[src/rtl/spm_pkg.sv]
// Shared types and default parameters for the strobe period meter.
package spm_pkg;

  typedef enum logic [1:0] {
    S_IDLE    = 2'd0,
    S_MEASURE = 2'd1,
    S_LOCKED  = 2'd2
  } spm_state_t;

  localparam int SPM_CNT_W       = 32;
  localparam int SPM_TIMEOUT_CYC = 1023;
  localparam int SPM_LOCK_CNT    = 2;

endpackage

[src/rtl/spm_lock_tracker.sv]
// Remembers the previous measurement and counts consecutive repeats of it.
// same_o/lock_hit_o describe the measurement presented this cycle; state updates on meas_i, clr_i wins.
module spm_lock_tracker
  import spm_pkg::*;
#(
  parameter int CNT_W    = SPM_CNT_W,
  parameter int LOCK_CNT = SPM_LOCK_CNT
) (
  input  logic             clk,
  input  logic             reset,
  input  logic             meas_i,
  input  logic [CNT_W-1:0] val_i,
  input  logic             clr_i,
  output logic             same_o,
  output logic             lock_hit_o
);

  localparam int             MW       = $clog2(LOCK_CNT + 1) + 1;
  localparam logic [MW-1:0]  LOCK_VAL = MW'(LOCK_CNT);

  logic [CNT_W-1:0] prev_q, prev_d;
  logic             prev_vld_q, prev_vld_d;
  logic [MW-1:0]    match_q, match_d, match_nxt;

  // A cleared tracker has no previous value, so a stale divisor never matches.
  assign same_o = prev_vld_q && (val_i == prev_q);

  always_comb begin
    if (!same_o) begin
      match_nxt = MW'(1);
    end else if (match_q >= LOCK_VAL) begin
      match_nxt = match_q;
    end else begin
      match_nxt = match_q + MW'(1);
    end
  end

  assign lock_hit_o = (match_nxt >= LOCK_VAL);

  always_comb begin
    prev_d     = prev_q;
    prev_vld_d = prev_vld_q;
    match_d    = match_q;
    if (clr_i) begin
      prev_vld_d = 1'b0;
      match_d    = '0;
    end else if (meas_i) begin
      prev_d     = val_i;
      prev_vld_d = 1'b1;
      match_d    = match_nxt;
    end
  end

  always_ff @(posedge clk or posedge reset) begin
    if (reset) begin
      prev_q     <= '0;
      prev_vld_q <= 1'b0;
      match_q    <= '0;
    end else begin
      prev_q     <= prev_d;
      prev_vld_q <= prev_vld_d;
      match_q    <= match_d;
    end
  end

endmodule

[src/rtl/strobe_period_meter.sv]
// Measures the cycle gap between strobe events, reports lock and strobe loss; all outputs 1 cycle after the event.
// No backpressure. Define STROBE_PERIOD_METER_STATS_EN to keep running min/max divisor.
module strobe_period_meter
  import spm_pkg::*;
#(
  parameter int CNT_W       = SPM_CNT_W,
  parameter int TIMEOUT_CYC = SPM_TIMEOUT_CYC,
  parameter int LOCK_CNT    = SPM_LOCK_CNT
) (
  input  logic             clk,
  input  logic             reset,
  input  logic             strobe_in,
  output logic [CNT_W-1:0] div_out,
  output logic             div_valid,
  output logic             locked,
  output logic             timeout,
  output logic [CNT_W-1:0] div_min,
  output logic [CNT_W-1:0] div_max
);

  localparam logic [CNT_W-1:0] TO_VAL = CNT_W'(TIMEOUT_CYC);

  spm_state_t       state_q, state_d;
  logic [CNT_W-1:0] cnt_q, cnt_d;
  logic [CNT_W-1:0] div_q, div_d;
  logic             div_vld_q, div_vld_d;
  logic             locked_q, locked_d;
  logic             timeout_q, timeout_d;
  logic             armed, meas, to_hit, same, lock_hit;

  assign armed  = (state_q != S_IDLE);
  assign meas   = armed && strobe_in;
  // An event on the timeout cycle is a measurement, so to_hit requires a quiet cycle.
  assign to_hit = armed && !strobe_in && (cnt_q == TO_VAL);

  spm_lock_tracker #(
    .CNT_W    (CNT_W),
    .LOCK_CNT (LOCK_CNT)
  ) u_lock (
    .clk        (clk),
    .reset      (reset),
    .meas_i     (meas),
    .val_i      (cnt_q),
    .clr_i      (to_hit),
    .same_o     (same),
    .lock_hit_o (lock_hit)
  );

  always_ff @(posedge clk or posedge reset) begin
    if (reset) state_q <= S_IDLE;
    else       state_q <= state_d;
  end

  always_comb begin
    state_d = state_q;
    case (state_q)
      S_IDLE: begin
        if (strobe_in) state_d = S_MEASURE;
      end
      S_MEASURE: begin
        if (meas && lock_hit) state_d = S_LOCKED;
        else if (to_hit)      state_d = S_IDLE;
      end
      S_LOCKED: begin
        if (meas && !same) state_d = S_MEASURE;
        else if (to_hit)   state_d = S_IDLE;
      end
      default: state_d = S_IDLE;
    endcase
  end

  always_comb begin
    cnt_d = cnt_q;
    if (!armed || strobe_in || to_hit) begin
      cnt_d = '0;
    end else if (cnt_q != TO_VAL) begin
      cnt_d = cnt_q + CNT_W'(1);
    end
    div_d     = meas ? cnt_q : div_q;
    div_vld_d = meas;
    timeout_d = to_hit;
    locked_d  = (state_d == S_LOCKED);
  end

  always_ff @(posedge clk or posedge reset) begin
    if (reset) begin
      cnt_q     <= '0;
      div_q     <= '0;
      div_vld_q <= 1'b0;
      locked_q  <= 1'b0;
      timeout_q <= 1'b0;
    end else begin
      cnt_q     <= cnt_d;
      div_q     <= div_d;
      div_vld_q <= div_vld_d;
      locked_q  <= locked_d;
      timeout_q <= timeout_d;
    end
  end

  assign div_out   = div_q;
  assign div_valid = div_vld_q;
  assign locked    = locked_q;
  assign timeout   = timeout_q;

`ifdef STROBE_PERIOD_METER_STATS_EN
  logic [CNT_W-1:0] min_q, min_d, max_q, max_d;

  always_comb begin
    min_d = min_q;
    max_d = max_q;
    if (meas) begin
      if (cnt_q < min_q) min_d = cnt_q;
      if (cnt_q > max_q) max_d = cnt_q;
    end
  end

  always_ff @(posedge clk or posedge reset) begin
    if (reset) begin
      min_q <= '1;
      max_q <= '0;
    end else begin
      min_q <= min_d;
      max_q <= max_d;
    end
  end

  assign div_min = min_q;
  assign div_max = max_q;
`else
  assign div_min = '0;
  assign div_max = '0;
`endif

endmodule

[config.mk]
export PLATFORM = sky130hd
export DESIGN_NAME = strobe_period_meter
export DESIGN_NICKNAME = d
export VERILOG_FILES = /design/src/rtl/spm_pkg.sv /design/src/rtl/spm_lock_tracker.sv /design/src/rtl/strobe_period_meter.sv
export SDC_FILE = /design/constraint.sdc
export NUM_CORES = 1
export LEC_CHECK = 0
export ABC_AREA = 1
export BUFFER_PORTS_ARGS = -buffer_cell sky130_fd_sc_hd__buf_2
export CORE_MARGIN = 8
export CORE_UTILIZATION = 25
export CTS_CLUSTER_DIAMETER = 60
export DETAILED_ROUTE_END_ITERATION = 8
export SETUP_SLACK_MARGIN = 0.3
export SLEW_MARGIN = 20
export SYNTH_ARGS = -nofsm -noshare
export SYNTH_HDL_FRONTEND = slang
export SYNTH_SLANG_ARGS = --single-unit
[constraint.sdc]
create_clock -name clk -period 4.9 [get_ports clk]
set_input_delay 1.47 -clock clk [delete_from_list [all_inputs] [get_ports clk]]
set_output_delay 1.47 -clock clk [all_outputs]
set_load 0.1 [all_outputs]
==> out/results.txt <==
outcome - complete, no violations
pin count of the biggest net entering global routing - 70
Synth Area in Simple Gates - 0.322
CTS tree - built
Worst-path clk slew - 0.06 ns
Relative slew margins - 0.351
Pre-antenna DRT Iters - 6
Final TNS setup - 0 ns
Worst Setup End Kind - output pin
Critical path origin - u_lock.prev_q[2]
crit path kind - reg -> out
most frequent cells in the layout - nand2_1, inv_1, nor2_1
pin slew with the least headroom to its limit - 0.973 ns
Ports - 102
Final Critical Period - 2.77 ns
post-CTS setup repair buffer count - 0
sequential-to-total area share from yosys stat - 0.380
share of layout cells above drive strength 1 - 0.106
core area - 18800 µm²
critical-path cell list - buf_2
largest family of logic cells by synthesized area - simple AND/OR/NAND/NOR gates
Setup Viol. Count Final - 0
total of max-cap violations - 0
Final #Nets - 716
setup skew after layout - 0.0100 ns
hold path startpoint - div_out[26]
die width - 155 µm
Final Max Tran Viols - 0
Mapped Area - 4810 µm²
H-tree lvl count - 3
Final Hold Viols - 0
Hold Slack - 0.529 ns
Area Growth Syn to Fin - 11.0%
height of the die - 155 µm
Max VDD drop - 0.000232 V
multiplexer share of the synthesized area - 0
delay-heaviest family, CP - buffers and inverters
GP Congestion - 0.914
via/cell ratio - 4.31
fmax - 361 MHz
Hold-fix buffers, CTS - 0
adder-cell area share of the yosys netlist - 0.00780
Total Wirelength - 13600 µm
Avg WL per Cell - 14.4 µm
Clock Latency Late Sink - 0.34 ns
global-route wire length before repair - 21900 µm
Bufs and invs on worst path - 1
RSZ-0062 raised after global routing - no
worst flop-to-flop path startpoint - cnt_q[0]
PD cells - 401 nW/µm²
xor/xnor share of the synthesized area - 0.0437
n_diodes - 0
initial antenna violation count - 0
Synth Area in Compound Gates - 0.0562
GRT Residual Overflow - 0
Iter 0 DRT Violations - 309
CP Data Arrival Time - 1.30 ns
yosys warns - 0
Post-Syn Area per Cell - 7.11 µm²
Die ar. - 23900 µm²
crit-path max FO - 5
Final ANT Viol Nets - 0
Worst setup SP type - flop
Synth Register Bits - 73
vias in the first global route - 3938
LEAKAGE - 0.00266 µW
Detailed Place HPWL - 10900 µm
CTS resizes - 0
final core utilization - 0.284
# DRC - 0
Critical Path RT - 3.43 ns
Global Route Usage Sum - 0.117
cell count after synthesis - 677
Starting Density - 0.256
Final Cycle Share - 0.565
IO Port Bufs - 37
CTS max path bufs - 2
CP max-delay cell - buf_2
CP peak stage delay - 0.48 ns
CTS Buf Count - 9
num rows - 50
CTS root buf - clkbuf_16
detailed-route via count - 4085
number of library cell types mapped by synthesis - 34
most common cell after layout, fill and taps aside - nand2_1
Sink Count - 73
Hold Crit Class - reg -> reg
==> sequential cells by signal, summed over array words and instances (netlist names) <==
signal	cells
div_valid	1
u_lock.match_q	3
cnt_q	32
u_lock.prev_vld_q	1
state_q	2
div_out	12
u_lock.prev_q	20
locked	1
timeout	1
==> kinds of logic after synthesis <==
group	count (synthesis)
flip-flops	73
AND/OR/NAND/NOR	355
buffers and inverters	169
XOR/XNOR	24
adder cells (fa/ha/maj)	3
AO/OA/AOI/OAI	52
other	1
==> stage by stage <==
stage | cell area [µm²] | total power, µW | cells | setup slack [ns]
floorplan | 5050 | 1290 | 740 | 1.58
global placement | 4970 | 1340 | 933 | 2.16
detailed placement | 4970 | 1340 | 933 | 2.15
CTS | 5340 | 2160 | 948 | 2.09
global route | 5340 | 2250 | 948 | 2.08
finish | 5340 | 2140 | 948 | 2.13
==> cells in the mapped netlist (all sizes together) <==
cell type / count / area (µm²)
a21boi: 1 / 7.51
nand2: 196 / 746
nand4: 22 / 144
ha: 3 / 37.5
xnor2: 4 / 35.0
nor4: 9 / 71.3
nor3b: 2 / 15.0
nand3: 21 / 120
conb: 1 / 3.75
a21oi: 5 / 25.0
nand3b: 2 / 15.0
nor3: 15 / 90.1
buf: 76 / 563
a31oi: 1 / 6.26
clkbuf: 4 / 16.3
nor2: 88 / 348
dfrtp: 73 / 1830
o211ai: 1 / 7.51
o2111ai: 1 / 8.76
o21ai: 43 / 215
xor2: 20 / 175
inv: 89 / 334
==> routing by layer <==
metal,track usage,share of wire,vias up
met2,0.184,0.45,143
met1,0.153,0.45,1888
met5,0,0,-
li1,-,-,2045
met4,0.0261,0.0092,0
met3,0.0401,0.092,9
==> report_power, final <==
group / internal (µW) / switching [µW]
registers: 640 / 40.8
logic: 101 / 544
clock network: 560 / 254
total: 1300 / 840
==> path summary, 6_finish.rpt <==
check	slack, ns	depth (start not counted)	to
worst max-delay path	2.13	1	div_out[2]
worst min-delay path	0.53	2	div_out[26]
worst max register to register	2.57	10	cnt_q[22]
worst min register to register	0.53	2	div_out[26]
max in group asynchronous	2.63	3	u_lock.prev_q[9]
min in group asynchronous	1.35	2	cnt_q[24]
==> final cells by class <==
| type | instances | area [µm²] |
|---|---|---|
| fill | 2088 | 13400 |
| inverter | 89 | 334 |
| clock buffer | 10 | 239 |
| timing repair buffer | 39 | 200 |
| multi-input combinational | 498 | 2320 |
| tap | 234 | 293 |
| clock inverter | 5 | 128 |
| sequential | 73 | 1830 |
No activity file was read; power rests on OpenSTA's default activity.
